==> config.mk <==
export PLATFORM = sky130hd
export DESIGN_NAME = wb_stage
export DESIGN_NICKNAME = d
export VERILOG_FILES = /design/src/rtl/wb_stage.sv
export SDC_FILE = /design/constraint.sdc
export NUM_CORES = 1
export LEC_CHECK = 0
export ABC_AREA = 1
export BUFFER_PORTS_ARGS = -buffer_cell sky130_fd_sc_hd__buf_2
export CORE_AREA = 2 2 123 173
export DETAILED_ROUTE_END_ITERATION = 10
export DIE_AREA = 0 0 125 175
export PLACE_DENSITY = 0.52
export SLEW_MARGIN = 20
export SYNTH_ARGS = -nofsm -noshare
export SYNTH_HDL_FRONTEND = slang
export SYNTH_SLANG_ARGS = --single-unit
==> constraint.sdc <==
create_clock -name clk -period 4 [get_ports clk]
set_clock_uncertainty 0.2 [all_clocks]
set_input_delay 0.8 -clock clk [delete_from_list [all_inputs] [get_ports clk]]
set_output_delay 0.8 -clock clk [all_outputs]
set_load 0.02 [all_outputs]
==> src/rtl/wb_stage.sv <==
// MEM/WB pipeline register with load-data extraction and extension, a retired-instruction
// counter and a sticky misaligned-load flag.
module wb_stage #(
    parameter int unsigned CNT_W = 32
) (
    input  logic             clk,
    input  logic             rst,
    input  logic             stall,
    input  logic             flush,
    input  logic             MEM_Valid,
    input  logic             MEM_RegWrite,
    input  logic             MEM_MemtoReg,
    input  logic [2:0]       MEM_LoadType,
    input  logic [4:0]       MEM_rd,
    input  logic [31:0]      MEM_ALUResult,
    input  logic [31:0]      MEM_ReadData,
    output logic             WB_Valid,
    output logic             WB_RegWrite,
    output logic [4:0]       WB_rd,
    output logic [31:0]      WB_writedata,
    output logic             align_err,
    output logic [CNT_W-1:0] retired
);

    typedef enum logic [2:0] {
        LdW  = 3'b000,
        LdH  = 3'b001,
        LdHu = 3'b010,
        LdB  = 3'b011,
        LdBu = 3'b100
    } load_e;

    // Unlisted load codes behave as LW, so they take the word alignment rule.
    function automatic logic is_misaligned(input logic [2:0] load_type, input logic [1:0] addr);
        logic mis;
        case (load_e'(load_type))
            LdH, LdHu: mis = addr[0];
            LdB, LdBu: mis = 1'b0;
            default:   mis = (addr != 2'b00);
        endcase
        return mis;
    endfunction

    logic             valid_q,     valid_d;
    logic             regwrite_q,  regwrite_d;
    logic             memtoreg_q,  memtoreg_d;
    logic [2:0]       loadtype_q,  loadtype_d;
    logic [4:0]       rd_q,        rd_d;
    logic [31:0]      aluresult_q, aluresult_d;
    logic [31:0]      readdata_q,  readdata_d;
    logic             align_err_q, align_err_d;
    logic [CNT_W-1:0] retired_q,   retired_d;

    logic mem_misaligned;
    logic wb_misaligned;

    assign mem_misaligned = MEM_Valid & MEM_MemtoReg
                          & is_misaligned(MEM_LoadType, MEM_ALUResult[1:0]);
    assign wb_misaligned  = memtoreg_q & is_misaligned(loadtype_q, aluresult_q[1:0]);

    always_comb begin
        valid_d     = valid_q;
        regwrite_d  = regwrite_q;
        memtoreg_d  = memtoreg_q;
        loadtype_d  = loadtype_q;
        rd_d        = rd_q;
        aluresult_d = aluresult_q;
        readdata_d  = readdata_q;
        align_err_d = align_err_q;
        retired_d   = retired_q;
        if (flush) begin
            // Payload fields are held; only the valid bits are killed.
            valid_d    = 1'b0;
            regwrite_d = 1'b0;
        end else if (!stall) begin
            valid_d     = MEM_Valid;
            regwrite_d  = MEM_RegWrite;
            memtoreg_d  = MEM_MemtoReg;
            loadtype_d  = MEM_LoadType;
            rd_d        = MEM_rd;
            aluresult_d = MEM_ALUResult;
            readdata_d  = MEM_ReadData;
            align_err_d = align_err_q | mem_misaligned;
            if (MEM_Valid) begin
                retired_d = retired_q + CNT_W'(1);
            end
        end
    end

    always_ff @(posedge clk or negedge rst) begin
        if (!rst) begin
            valid_q     <= 1'b0;
            regwrite_q  <= 1'b0;
            memtoreg_q  <= 1'b0;
            loadtype_q  <= 3'b000;
            rd_q        <= 5'd0;
            aluresult_q <= 32'd0;
            readdata_q  <= 32'd0;
            align_err_q <= 1'b0;
            retired_q   <= '0;
        end else begin
            valid_q     <= valid_d;
            regwrite_q  <= regwrite_d;
            memtoreg_q  <= memtoreg_d;
            loadtype_q  <= loadtype_d;
            rd_q        <= rd_d;
            aluresult_q <= aluresult_d;
            readdata_q  <= readdata_d;
            align_err_q <= align_err_d;
            retired_q   <= retired_d;
        end
    end

    logic [7:0]  byte_sel;
    logic [15:0] half_sel;
    logic [31:0] load_data;

    always_comb begin
        byte_sel = 8'd0;
        unique case (aluresult_q[1:0])
            2'b00: byte_sel = readdata_q[7:0];
            2'b01: byte_sel = readdata_q[15:8];
            2'b10: byte_sel = readdata_q[23:16];
            2'b11: byte_sel = readdata_q[31:24];
        endcase
        half_sel = aluresult_q[1] ? readdata_q[31:16] : readdata_q[15:0];

        case (load_e'(loadtype_q))
            LdB:     load_data = {{24{byte_sel[7]}}, byte_sel};
            LdBu:    load_data = {24'd0, byte_sel};
            LdH:     load_data = {{16{half_sel[15]}}, half_sel};
            LdHu:    load_data = {16'd0, half_sel};
            default: load_data = readdata_q;
        endcase
    end

    assign WB_writedata = memtoreg_q ? load_data : aluresult_q;
    // Suppressing $0 writes keeps forwarding comparators from matching register zero.
    assign WB_RegWrite  = valid_q & regwrite_q & (rd_q != 5'd0) & ~wb_misaligned;
    assign WB_Valid     = valid_q;
    assign WB_rd        = rd_q;
    assign align_err    = align_err_q;
    assign retired      = retired_q;

endmodule

# After elaboration in Yosys (flattened, before gate mapping)
# Index checks and enable logic that the tools add are counted.
dict set report totals {
  input_bits 79
  register_bits 108
  latch_bits 0
  out_inout_bits 72
  mem_count 0
  mem_bits_rw 0
  word_cells 52
  mem_bits_ro 0
}
dict set report classes {
  order_cmp 0
  reduce_logical 10
  bitwise_logic 10
  eq_ne 12
  n_shift 0
  div 0
  multipliers 0
  mux 10
  addsub 1
}
# op count
set op_table {}
lappend op_table {{case mux 32 bit (4 select lines)} 1}
lappend op_table {{adder 32 x 1 -> 32 bit (second input constant)} 1}
lappend op_table {{two-way mux 32 bit} 1}
lappend op_table {{case mux 8 bit (4 select lines)} 1}
lappend op_table {{two-way mux 16 bit} 1}
lappend op_table {{equality test 3 x 2 -> 1 bit (second input constant)} 4}
lappend op_table {{OR reduction 2 bit} 4}
lappend op_table {{AND 1 bit} 6}
lappend op_table {{equality test 3 x 1 -> 1 bit (second input constant)} 2}
lappend op_table {{equality test 3 bit (second input constant)} 2}
lappend op_table {{nonzero test 5 bit} 1}
lappend op_table {{equality test 2 bit (second input constant)} 2}
lappend op_table {{two-way mux 1 bit} 4}
lappend op_table {{case mux 1 bit (2 select lines)} 2}
lappend op_table {{nonzero test 2 bit} 2}
lappend op_table {{NOT 1 bit} 3}
lappend op_table {{AND reduction 3 bit} 1}
lappend op_table {{equality test 2 x 1 -> 1 bit (second input constant)} 1}
lappend op_table {{logical NOT 2 bit} 1}
lappend op_table {{inequality test 2 x 1 -> 1 bit (second input constant)} 1}
lappend op_table {{AND reduction 2 bit} 1}
lappend op_table {{OR 1 bit} 1}

# Longest topological paths before layout
dict set report depth {
  depth_word 6
  depth_mapped 10
  mapped_depth_nobuf 10
}

# Least setup slack after synthesis
# Ideal clock, no wire load.
dict set report synth_timing {
  kind {reg2out}
  from {register memtoreg_q}
  to {output port WB_RegWrite}
  stages_incl_launch_ff 6
  setup_slack_ns 1.600
  path_buffers 2
  required_time_ns 3.000
  t_arrival_ns 1.400
  path_cell_list {dfrtp_1 clkbuf_1 inv_2 buf_1 nor2_1 a21oi_1}
}
dict set report synth_between {
  elab_chain_cells 3
}
# element line
set synth_rtl {}
lappend synth_rtl {{start, declared} 46} ;# logic memtoreg_q, memtoreg_d;
lappend synth_rtl {{start signal, assigned} 104} ;# memtoreg_q <= memtoreg_d;
lappend synth_rtl {{AND 1 bit} 59} ;# assign wb_misaligned = memtoreg_q & is_misaligned(loadtype_q, aluresult_q[1:0]);
lappend synth_rtl {{NOT 1 bit} 139} ;# assign WB_RegWrite = valid_q & regwrite_q & (rd_q != 5'd0) & ~wb_misaligned;
lappend synth_rtl {{AND 1 bit} 139}
lappend synth_rtl {{end, declared} 18} ;# output logic WB_RegWrite,
# No other way between the ends.

# Final worst setup path
dict set report layout_timing {
  from {register aluresult_q[1]}
  to {output port WB_writedata[16]}
}
dict set report layout_between {
  elab_chain_cells 4
  word_cells_on_any_way 8
  classes_between {eq/ne: 3; mux: 4; reduce/logical: 1}
}
# element line
set layout_rtl {}
lappend layout_rtl {{start, declared} 49} ;# logic [31:0] aluresult_q, aluresult_d;
lappend layout_rtl {{start signal, assigned} 107} ;# aluresult_q <= aluresult_d;
lappend layout_rtl {{equality test 2 bit, or another cell as far along} 120} ;# unique case (aluresult_q[1:0])
lappend layout_rtl {{case mux 8 bit (4 select lines)} 120}
lappend layout_rtl {{case mux 32 bit (4 select lines) (*)} 128} ;# case (load_e'(loadtype_q))
lappend layout_rtl {{two-way mux 32 bit (*)} 137} ;# assign WB_writedata = memtoreg_q ? load_data : aluresult_q;
lappend layout_rtl {{end, declared} 20} ;# output logic [31:0] WB_writedata,
# Mark *: on every way between the ends. The rest lies on a longest branch, timed or not.

==> results.yml <==
yosys:
  seq_area_frac_synth: 0.450
  synth_area_leaders: "dfrtp_1, nand2_1, nor2_1"
  syn_inst: 875
  syn_nets: 955
  syn_area_mm2: 0.00601
  synth_area_leader_cell: "dfrtp_1"
  synth.avg_cell_area_um2: 6.87
  synth.top_cell.area_share: 0.450
  ys_seq_elements: 108
  yosys_warnings: 0
  ys_types: 28
drt:
  postRouteWirelength_um: 19500
  first_pass_iters: 5
  ant_nets: 0
  drcViolationCount: 0
  vias: 5858
  drt_iter0_drc: 315
  vias_per_cell: 4.60
  wl_per_cell_um: 15.3
critical_path:
  timing.critical_path.buf_inv: 3
  cp.arrival_ns: 2.60
  path_max_fanout: 24
  r2r.worst_path.cells: 8
  crit_type: "flip-flop to output pin"
  reg2reg_from: "retired[1]$_DFFE_PN0P_"
  reg2reg_slack_ns: 2.11
  crit_family: "flip-flops"
  worstSetupStartpointType: "flip-flop"
  cp-end-kind: "output pin"
  required_ns: 3.00
  slowest_stage: "dfrtp_1"
  slowest_delay_ns: 0.81
  timing.rr.end: "retired[24]$_DFFE_PN0P_"
  crit_chain: "inv_2 -> nand2_1 -> nand3_1 -> nand3b_2 -> nand2_1 -> inv_2 -> a21oi_1 -> buf_2"
clock_tree:
  clk_pin_slew_worst_paths_ns: 0.09
  cts.sinks: 108
  clockBufferDepth: 2
  postCtsSetupBuffers: 0
  cts_root_buffer: "clkbuf_16"
  htree_levels: 3
  hold_buffers: 0
  cts_tree: "built"
  ctsResizeCount: 0
  numCtsBuffers: 9
  clock_latency_ns: 0.36
cells_and_area:
  final_common_cell: "nand2_1"
  final_cell_mix: "nand2_1, buf_2, dfrtp_1"
  layout.nets: 1091
  layout-drive-gt1-share: 0.196
  syn2layout_area_growth_pct: 21.3
floorplan:
  die_x_um: 125
  coreArea_mm2: 0.0203
  dieHeight_um: 175
  start_util: 0.296
  dieArea_mm2: 0.0219
  top_level_ports: 151
  rows: 62
timing:
  setup_viol: 0
  maxSlewViolCount: 0
  setup_tns_ns: 0
  final-hold-violation-count: 0
  period_needed_ns: 3.60
  max_freq_mhz: 278
  worst_slew_pin_slew_ns: 0.710
  rsz0062_at_grt: "no"
  period_share: 0.900
  relSlewSlack: 0.527
flow_run:
  max_cap_viol_count: 0
place:
  place_congestion: 0.858
  dp_hpwl_um: 14500
  portBuffers: 150
power:
  power.share.combinational: 0.285
  ir_drop_mv: 0.225
  power_switching_mw: 1.17
  leakage_nw: 3.87
  switching_share: 0.377
  p_total_mw: 3.10
  power_frac_clock: 0.290
  p_seq_frac: 0.425
  intPower_mw: 1.93
  powerDensity_mw_per_mm2: 425
outcome:
  outcome: "finished, final reports clean"
global_route:
  grt_max_degree: 97
  grt_overflow: 0
  grtUsageTotal: 0.181
  antenna_found_initial: 2
  grt_pass1_vias: 5794
  grt_pass1_wl_um: 31100
worst_hold_path:
  hold_path.class: "input pin to asynchronous set/reset pin"
-- registers in the layout, indices dropped and copies added (netlist names) --
name / count
WB_rd: 5
retired: 32
regwrite_q: 1
WB_Valid: 1
loadtype_q: 3
memtoreg_q: 1
readdata_q: 32
aluresult_q: 32
align_err: 1
-- cells by family after synthesis --
family,Yosys count,synth area share
flops,108,0.450
fa+ha+maj,1,0.00208
xor+xnor,16,0.0233
buf+inv,123,0.0804
simple gates,533,0.359
compound gates,94,0.0852
-- how the worst max path moves through the flow --
stage                                     from               end  slack (ns)  cells after the start
finish              aluresult_q[1]$_DFFE_PN0P_  WB_writedata[16]        0.40                      8
global route        aluresult_q[1]$_DFFE_PN0P_  WB_writedata[18]        0.13                      8
CTS                 aluresult_q[1]$_DFFE_PN0P_  WB_writedata[31]        0.36                      8
detailed placement  aluresult_q[1]$_DFFE_PN0P_  WB_writedata[16]        0.78                      8
global placement    aluresult_q[1]$_DFFE_PN0P_  WB_writedata[31]        0.83                      8
floorplan               memtoreg_q$_DFFE_PN0P_       WB_RegWrite        1.60                      5
-- metrics by stage --
step | setup WS [ns] | utilization | instances | instance area (µm²) | hold WS, ns
3_3_place_gp | 0.827 | 0.345 | 1256 | 7010 | 0.255
2_1_floorplan | 1.60 | - | 875 | 6010 | 0.242
4_1_cts | 0.363 | 0.359 | 1272 | 7290 | 0.0550
5_1_grt | 0.129 | 0.359 | 1272 | 7290 | 0.0639
6_report | 0.400 | 0.359 | 1273 | 7290 | 0.0691
3_5_place_dp | 0.777 | 0.345 | 1256 | 7010 | 0.260
-- synth_stat cells, drive strengths merged --
library cell / number
a21oi: 42
a31o: 1
and2: 1
buf: 13
clkbuf: 19
clkinv: 2
dfrtp: 108
ha: 1
inv: 89
nand2: 362
nand3: 55
nand3b: 6
nand4: 4
nor2: 101
nor3: 3
o21ai: 51
or2: 1
xnor2: 6
xor2: 10
-- power by group through the flow --
stage	clock network [mW]	registers, mW	logic (mW)
final	0.898	1.32	0.883
after global routing	0.974	1.34	0.997
after CTS	0.930	1.32	0.897
after detailed placement	0	1.34	0.894
after global placement	0	1.34	0.890
after floorplan	0	1.35	0.542
-- cell type report --
class | count | area (µm²)
diodes | 1 | 2.50
well taps | 256 | 320
inverters | 91 | 342
clock buffers | 10 | 229
repair buffers | 157 | 818
fillers | 2282 | 13000
flip-flops and latches | 108 | 2700
clock inverters | 6 | 53.8
multi-input cells | 644 | 2820
-- layer usage --
| metal | wire (µm) | global-route usage | vias to the layer above |
|---|---|---|---|
| li1 | - | - | 2975 |
| met3 | 1060 | 0.0306 | 20 |
| met4 | 495 | 0.0708 | 2 |
| met5 | 13 | 0 | - |
| met1 | 8150 | 0.219 | 2702 |
| met2 | 9780 | 0.318 | 159 |
(Power assumes the default switching activity.)
